### config.mk
export PLATFORM = sky130hd
export DESIGN_NAME = cmp_stream_stage
export DESIGN_NICKNAME = d
export VERILOG_FILES = /design/src/rtl/cmp_stream_stage.sv
export SDC_FILE = /design/constraint.sdc
export NUM_CORES = 1
export LEC_CHECK = 0
export ABC_AREA = 0
export CORE_UTILIZATION = 28
export CTS_CLUSTER_DIAMETER = 40
export DETAILED_ROUTE_END_ITERATION = 10
export PLACE_DENSITY = 0.5
export SLEW_MARGIN = 0
export SYNTH_ARGS = -nofsm -noshare
export SYNTH_HDL_FRONTEND = slang
export SYNTH_SLANG_ARGS = --single-unit
export TNS_END_PERCENT = 20
### constraint.sdc
create_clock -name clk -period 4.2 [get_ports clk]
set_clock_uncertainty 0.2 [all_clocks]
set_input_delay 0.42 -clock clk [delete_from_list [all_inputs] [get_ports clk]]
set_output_delay 0.42 -clock clk [all_outputs]
set_load 0.01 [all_outputs]
### src/rtl/cmp_stream_stage.sv
// cmp_stream_stage: two-stage valid/ready comparator pipeline with a saturating hit counter.
// Optional sticky run alarm enabled by defining CMP_RUN_ALARM_EN.
module cmp_stream_stage #(
    parameter int N      = 8,
    parameter int CW     = 16,
    parameter int RUN_TH = 4
) (
    input  logic          clk,
    input  logic          rst,
    input  logic          in_valid,
    output logic          in_ready,
    input  logic [2:0]    sel,
    input  logic [N-1:0]  value1,
    input  logic [N-1:0]  value2,
    output logic          out_valid,
    input  logic          out_ready,
    output logic          out_result,
    output logic [CW-1:0] hit_count,
    input  logic          clr_count,
    output logic          alarm
);
    logic          s1_valid_q, s1_valid_d;
    logic [2:0]    sel_q, sel_d;
    logic [N-1:0]  v1_q, v1_d, v2_q, v2_d;
    logic          s2_valid_q, s2_valid_d;
    logic          res_q, res_d;
    logic [CW-1:0] hit_q, hit_d;
    logic          adv1, adv2, in_xfer, out_xfer, eval;

    always_comb begin
        case (sel_q)
            3'd0:    eval = 1'b0;
            3'd1:    eval = 1'b1;
            3'd2:    eval = v1_q == v2_q;
            3'd3:    eval = v1_q != v2_q;
            3'd4:    eval = v1_q >= v2_q;
            3'd5:    eval = v1_q <= v2_q;
            3'd6:    eval = v1_q < v2_q;
            default: eval = v1_q > v2_q;
        endcase
    end

    always_comb begin
        adv2       = !s2_valid_q || out_ready;
        adv1       = s1_valid_q && adv2;
        in_ready   = !s1_valid_q || adv2;
        in_xfer    = in_valid && in_ready;
        out_xfer   = s2_valid_q && out_ready;
        s1_valid_d = in_xfer || (s1_valid_q && !adv1);
        sel_d      = in_xfer ? sel : sel_q;
        v1_d       = in_xfer ? value1 : v1_q;
        v2_d       = in_xfer ? value2 : v2_q;
        s2_valid_d = adv2 ? s1_valid_q : s2_valid_q;
        res_d      = adv1 ? eval : res_q;
        hit_d      = clr_count ? '0 :
                     (out_xfer && res_q && hit_q != {CW{1'b1}}) ? hit_q + CW'(1) : hit_q;
    end

    always_ff @(posedge clk or posedge rst) begin
        if (rst) begin
            s1_valid_q <= 1'b0;
            sel_q      <= '0;
            v1_q       <= '0;
            v2_q       <= '0;
            s2_valid_q <= 1'b0;
            res_q      <= 1'b0;
            hit_q      <= '0;
        end else begin
            s1_valid_q <= s1_valid_d;
            sel_q      <= sel_d;
            v1_q       <= v1_d;
            v2_q       <= v2_d;
            s2_valid_q <= s2_valid_d;
            res_q      <= res_d;
            hit_q      <= hit_d;
        end
    end

    assign out_valid  = s2_valid_q;
    assign out_result = res_q;
    assign hit_count  = hit_q;

`ifdef CMP_RUN_ALARM_EN
    logic [CW-1:0] run_q, run_d;
    logic          alarm_q, alarm_d;

    // a false result breaks the run; the alarm latches once the run hits RUN_TH
    always_comb begin
        run_d   = clr_count ? '0 :
                  !out_xfer ? run_q :
                  !res_q ? '0 :
                  (run_q == {CW{1'b1}}) ? run_q : run_q + CW'(1);
        alarm_d = !clr_count && (alarm_q || run_d == CW'(RUN_TH));
    end

    always_ff @(posedge clk or posedge rst) begin
        if (rst) begin
            run_q   <= '0;
            alarm_q <= 1'b0;
        end else begin
            run_q   <= run_d;
            alarm_q <= alarm_d;
        end
    end

    assign alarm = alarm_q;
`else
    localparam int unused_run_th = RUN_TH;
    assign alarm = 1'b0;
`endif
endmodule

[Word level (Yosys, flattened, before mapping)]
Cells that the tools add are included.
Cells by class
  $add $sub $neg: 1
  muxes and demuxes: 3
  reduce and logical (&&, ||, !) cells: 14
  eq/ne operators: 9
  magnitude comparators: 4
Operators by type and width (number)
  16-bit two-way mux: 2
  16-bit by 1-bit adder with 16-bit output (second input constant): 1
  16-bit != test (second input constant): 1
  3-bit equality test (second input constant): 3
  8-bit equality test: 1
  8-bit >= comparator: 1
  8-bit > comparator: 1
  8-bit less-or-equal comparator: 1
  8-bit < comparator: 1
  8-bit != test: 1
  1-bit case mux with 7 select lines: 1
  3-bit by 2-bit equality test with 1-bit output (second input constant): 2
  1-bit logical AND: 6
  3-bit by 1-bit equality test with 1-bit output (second input constant): 1
  1-bit zero test: 3
  3-bit zero test: 1
  1-bit logical OR: 3
  2-bit nonzero test: 1
Word-level totals
  word-level logic and storage cells: 38
  input port bits: 24
  bits in registers: 38

[Depth between registers and ports, before layout]
  word-level depth: 6
  mapped depth: 7
  gate-level depth less buffers: 7

[Worst setup path after synthesis]
OpenSTA, ideal clock, no wires.
  path kind: reg-to-reg
  from: register hit_q[0] (netlist: hit_count[0])
  to: register hit_q[0] (netlist: hit_count[0])
  arrival time: 1.695 ns
  cell stages (with the launch flop): 8
  setup slack: 2.173 ns
  period minus slack after synthesis: 2.027 ns
  path buffers: 1
  cells stage by stage: dfrtp_1 > ha_1 > nand4_1 > nor4_4 > buf_6 > nor2_1 > xnor2_1 > nor2_1
Between the ends
  word-level cells in the longest chain between the ends: 3
  elaborated cells on any way between the ends: 6
RTL lines
  start: declaration: line 27  | logic [CW-1:0] hit_q, hit_d;
  start signal: assignment: line 75  | hit_q <= hit_d;
  16-bit by 1-bit adder with 16-bit output / 16-bit != test (equally long branches): line 56  | (out_xfer && res_q && hit_q != {CW{1'b1}}) ? hit_q + CW'(1) : hit_q;
  16-bit two-way mux / 1-bit logical AND (equally long branches): line 56
  16-bit two-way mux / 2-bit nonzero test (equally long branches)
Parallel ways exist; a longest one is shown, timed or not. The select of a mux whose other input is x is not followed.
A chain may end at the register's enable or synchronous reset.

[Worst setup path after layout]
Same ends and word-level chain as after synthesis.

==> metrics.yaml <==
status:
  status: "finished, final reports clean"
clock_network:
  post-cts-setup-buffer-count: 0
  cts-root-buf: "clkbuf_8"
  htree_levels: 2
  clk-insertion-delay-late_ns: 0.29
  post_cts_resized: 0
  cts.sinks: 38
  hold_buffers: 0
  clk_pin_slew_ns: 0.07
  cts_tree: "built"
  cts_buffers: 5
  clk_path_buf_depth: 2
yosys:
  synth.avg_cell_area_um2: 10.90
  syn_inst: 185
  yosysTopAreaCell: "dfrtp_1"
  syn-num-nets: 218
  syn_area_um2: 2016
  ys_ff_latch: 38
  yosys-top-cells-area: "dfrtp_1, mux2_2, xnor2_1"
  synth_cell_types: 34
  ys_warn_count: 0
  ys_seq_area_share_pct: 47.18
  synth_top_area_share_pct: 47.18
global_routing:
  grt_antenna_before_repair: 0
  grt_max_degree: 39
  gr-usage-all-layers_pct: 11.56
  first_global_vias: 1440
  grt_pass1_wl_mm: 6.706
  grt.overflow.total: 0
place:
  dpl.hpwl_mm: 2.765
  dpl-instance-area_um2: 2516
  dp.cells: 317
  gp_congestion: 0.7444
  io_buffers: 42
finish:
  fillerInstances: 705
  drive_gt1_share_pct: 14.04
  layoutNonFillerInstCount: 324
  nets: 261
  synthToLayoutAreaGrowth_pct: 28.62
  postLayoutCellArea_um2: 2592
  post-route-util_pct: 37.74
  antenna_cells: 0
min_path:
  hold_path.class: "flop to flop"
  holdPathStages: 1
sta:
  setup_tns_ns: 0
  hold_violations: 0
  fmax_mhz: 422.0
  slew-limit-headroom_pct: 42.65
  final-max-slew-violation-count: 0
  setup_viol: 0
  rsz0062_at_grt: "false"
  tightest_slew_ns: 0.8538
  hold-worst-slack_ns: 0.3073
  post-route-period-util_pct: 56.43
  finalCriticalPeriod_ns: 2.370
power:
  power_density_nw_per_um2: 318.2
  leakage_nw: 1.024
  vdd_drop_max_v: 0.0001197
route:
  ant_nets: 0
  wirelength_mm: 3.819
  drc: 0
  avgRoutedWirePerCell_um: 11.79
  firstDrtPassIters: 4
  drt_iter0_drc: 38
  vias: 1466
  vias_per_cell: 4.525
setup_path:
  arrival_ns: 2.33
  crit_path_start_kind: "flop"
  required_ns: 4.16
  crit_type: "flop to flop"
  cp_max_fo: 16
  end_kind: "flop"
  r2r_cells: 6
flow_run:
  cap_violations: 0
die:
  die_h_um: 86.85
  die_area_um2: 7542
  start_util_pct: 29.34
  coreArea_um2: 6869
  die_x_um: 86.85
  num_rows: 30
  ioPinCount: 44
## cells in the mapped netlist (all sizes together)
cell / count
nand3b: 1
conb: 1
o311ai: 1
nand3: 7
o21ai: 2
or4: 2
or3: 2
clkbuf: 1
buf: 6
xnor2: 15
mux2: 20
o2111a: 2
nand2b: 6
a21oi: 5
o32ai: 1
inv: 11
nor2: 17
nand2: 11
nor3b: 1
ha: 9
nand4: 7
or2: 2
nor2b: 1
and4: 1
nor3: 4
o211ai: 1
nor4: 10
dfrtp: 38
## cell usage in the layout, fill, tap and decap left out
master,netlist,layout
nand4_2,1,1
or3_1,2,2
or2_1,2,2
nand2_1,11,11
buf_4,1,1
clkbuf_8,0,5
nand2b_1,6,6
conb_1,1,1
nor2_1,17,17
nor4_2,4,4
dfrtp_1,38,38
nor3b_1,1,1
and4_1,1,1
o21ai_1,2,2
nor4_4,1,1
ha_1,9,9
o2111a_1,2,2
or4_1,2,2
clkdlybuf4s50_1,0,42
o211ai_1,1,1
inv_1,11,11
o32ai_1,1,1
nand3b_1,1,1
nor3_1,4,4
nand4_1,6,6
a21oi_1,5,5
clkbuf_1,1,2
xnor2_1,15,15
o311ai_1,1,1
nor2b_1,1,1
nand3_1,7,7
mux2_2,20,20
nor4_1,5,5
## metal layers
metal  track usage [%]  vias to the layer above  share of wire, %
li1                  -                      742                 -
met1             13.45                      684                45
met2             19.47                       34                48
met3             4.857                        6               6.4
met4             3.182                        0               1.2
met5                 0                        -                 0
## where the power goes
part	internal, W	total [W]	switching, W
clock	0.000114	0.000235	0.000121
sequential	0.000400	0.000425	0.0000249
combinational	0.0000916	0.000165	0.0000733
total	0.000606	0.000825	0.000219
## area by class of cell
cell class / count / area, um2 / area share, %
clock buffers: 7 / 76.32 / 2.944
inverters: 11 / 41.29 / 1.593
multi-input cells: 129 / 975.9 / 37.64
flip-flops and latches: 38 / 950.9 / 36.68
well taps: 96 / 120.1 / 4.633
repair buffers: 43 / 427.9 / 16.51
## cells by family (layout without fill, tap and decap cells)
logic type      after synthesis  count (layout)  synth area share [%]
fa+ha+maj                     9               9                 5.587
flops                        38              38                 47.18
other cells                   1               1                0.1860
simple gates                 72              72                 20.86
xor+xnor                     15              15                 6.518
mux                          20              20                 11.17
buf+inv                      18              61                 4.407
compound gates               12              12                 4.097
## worst max-delay path, cell delays in order, from the launching register on
cell and delay [ns]:
dfrtp_1 0.41, ha_1 0.23, nand4_1 0.22, nor4_4 0.77, nor2_1 0.17, xnor2_1 0.18
nor2_1 0.05
## final timing paths
check | end | slack, ns | from
max | hit_count[0] | 1.83 | hit_count[0]
min in group asynchronous | hit_count[8] | 0.34 | rst
max in group asynchronous | sel_q[0] | 3.10 | rst
min reg2reg | v2_q[5] | 0.31 | v2_q[5]
max reg2reg | hit_count[0] | 1.83 | hit_count[0]
min | v2_q[5] | 0.31 | v2_q[5]
## per-stage QoR
stage | worst slack (ns) | total power, W
floorplan | 2.173 | 0.0005380
global placement | 1.554 | 0.0005988
detailed placement | 1.535 | 0.0006010
CTS | 1.808 | 0.0008441
global route | 1.608 | 0.0008911
finish | 1.830 | 0.0008249
## registers in the layout, summed over array words and instances (netlist names)
| register | count |
|---|---|
| hit_count | 16 |
| v1_q | 8 |
| v2_q | 8 |
| sel_q | 3 |
| out_result | 1 |
| out_valid | 1 |
| s1_valid_q | 1 |
No activity file was read; power rests on OpenSTA's default activity.
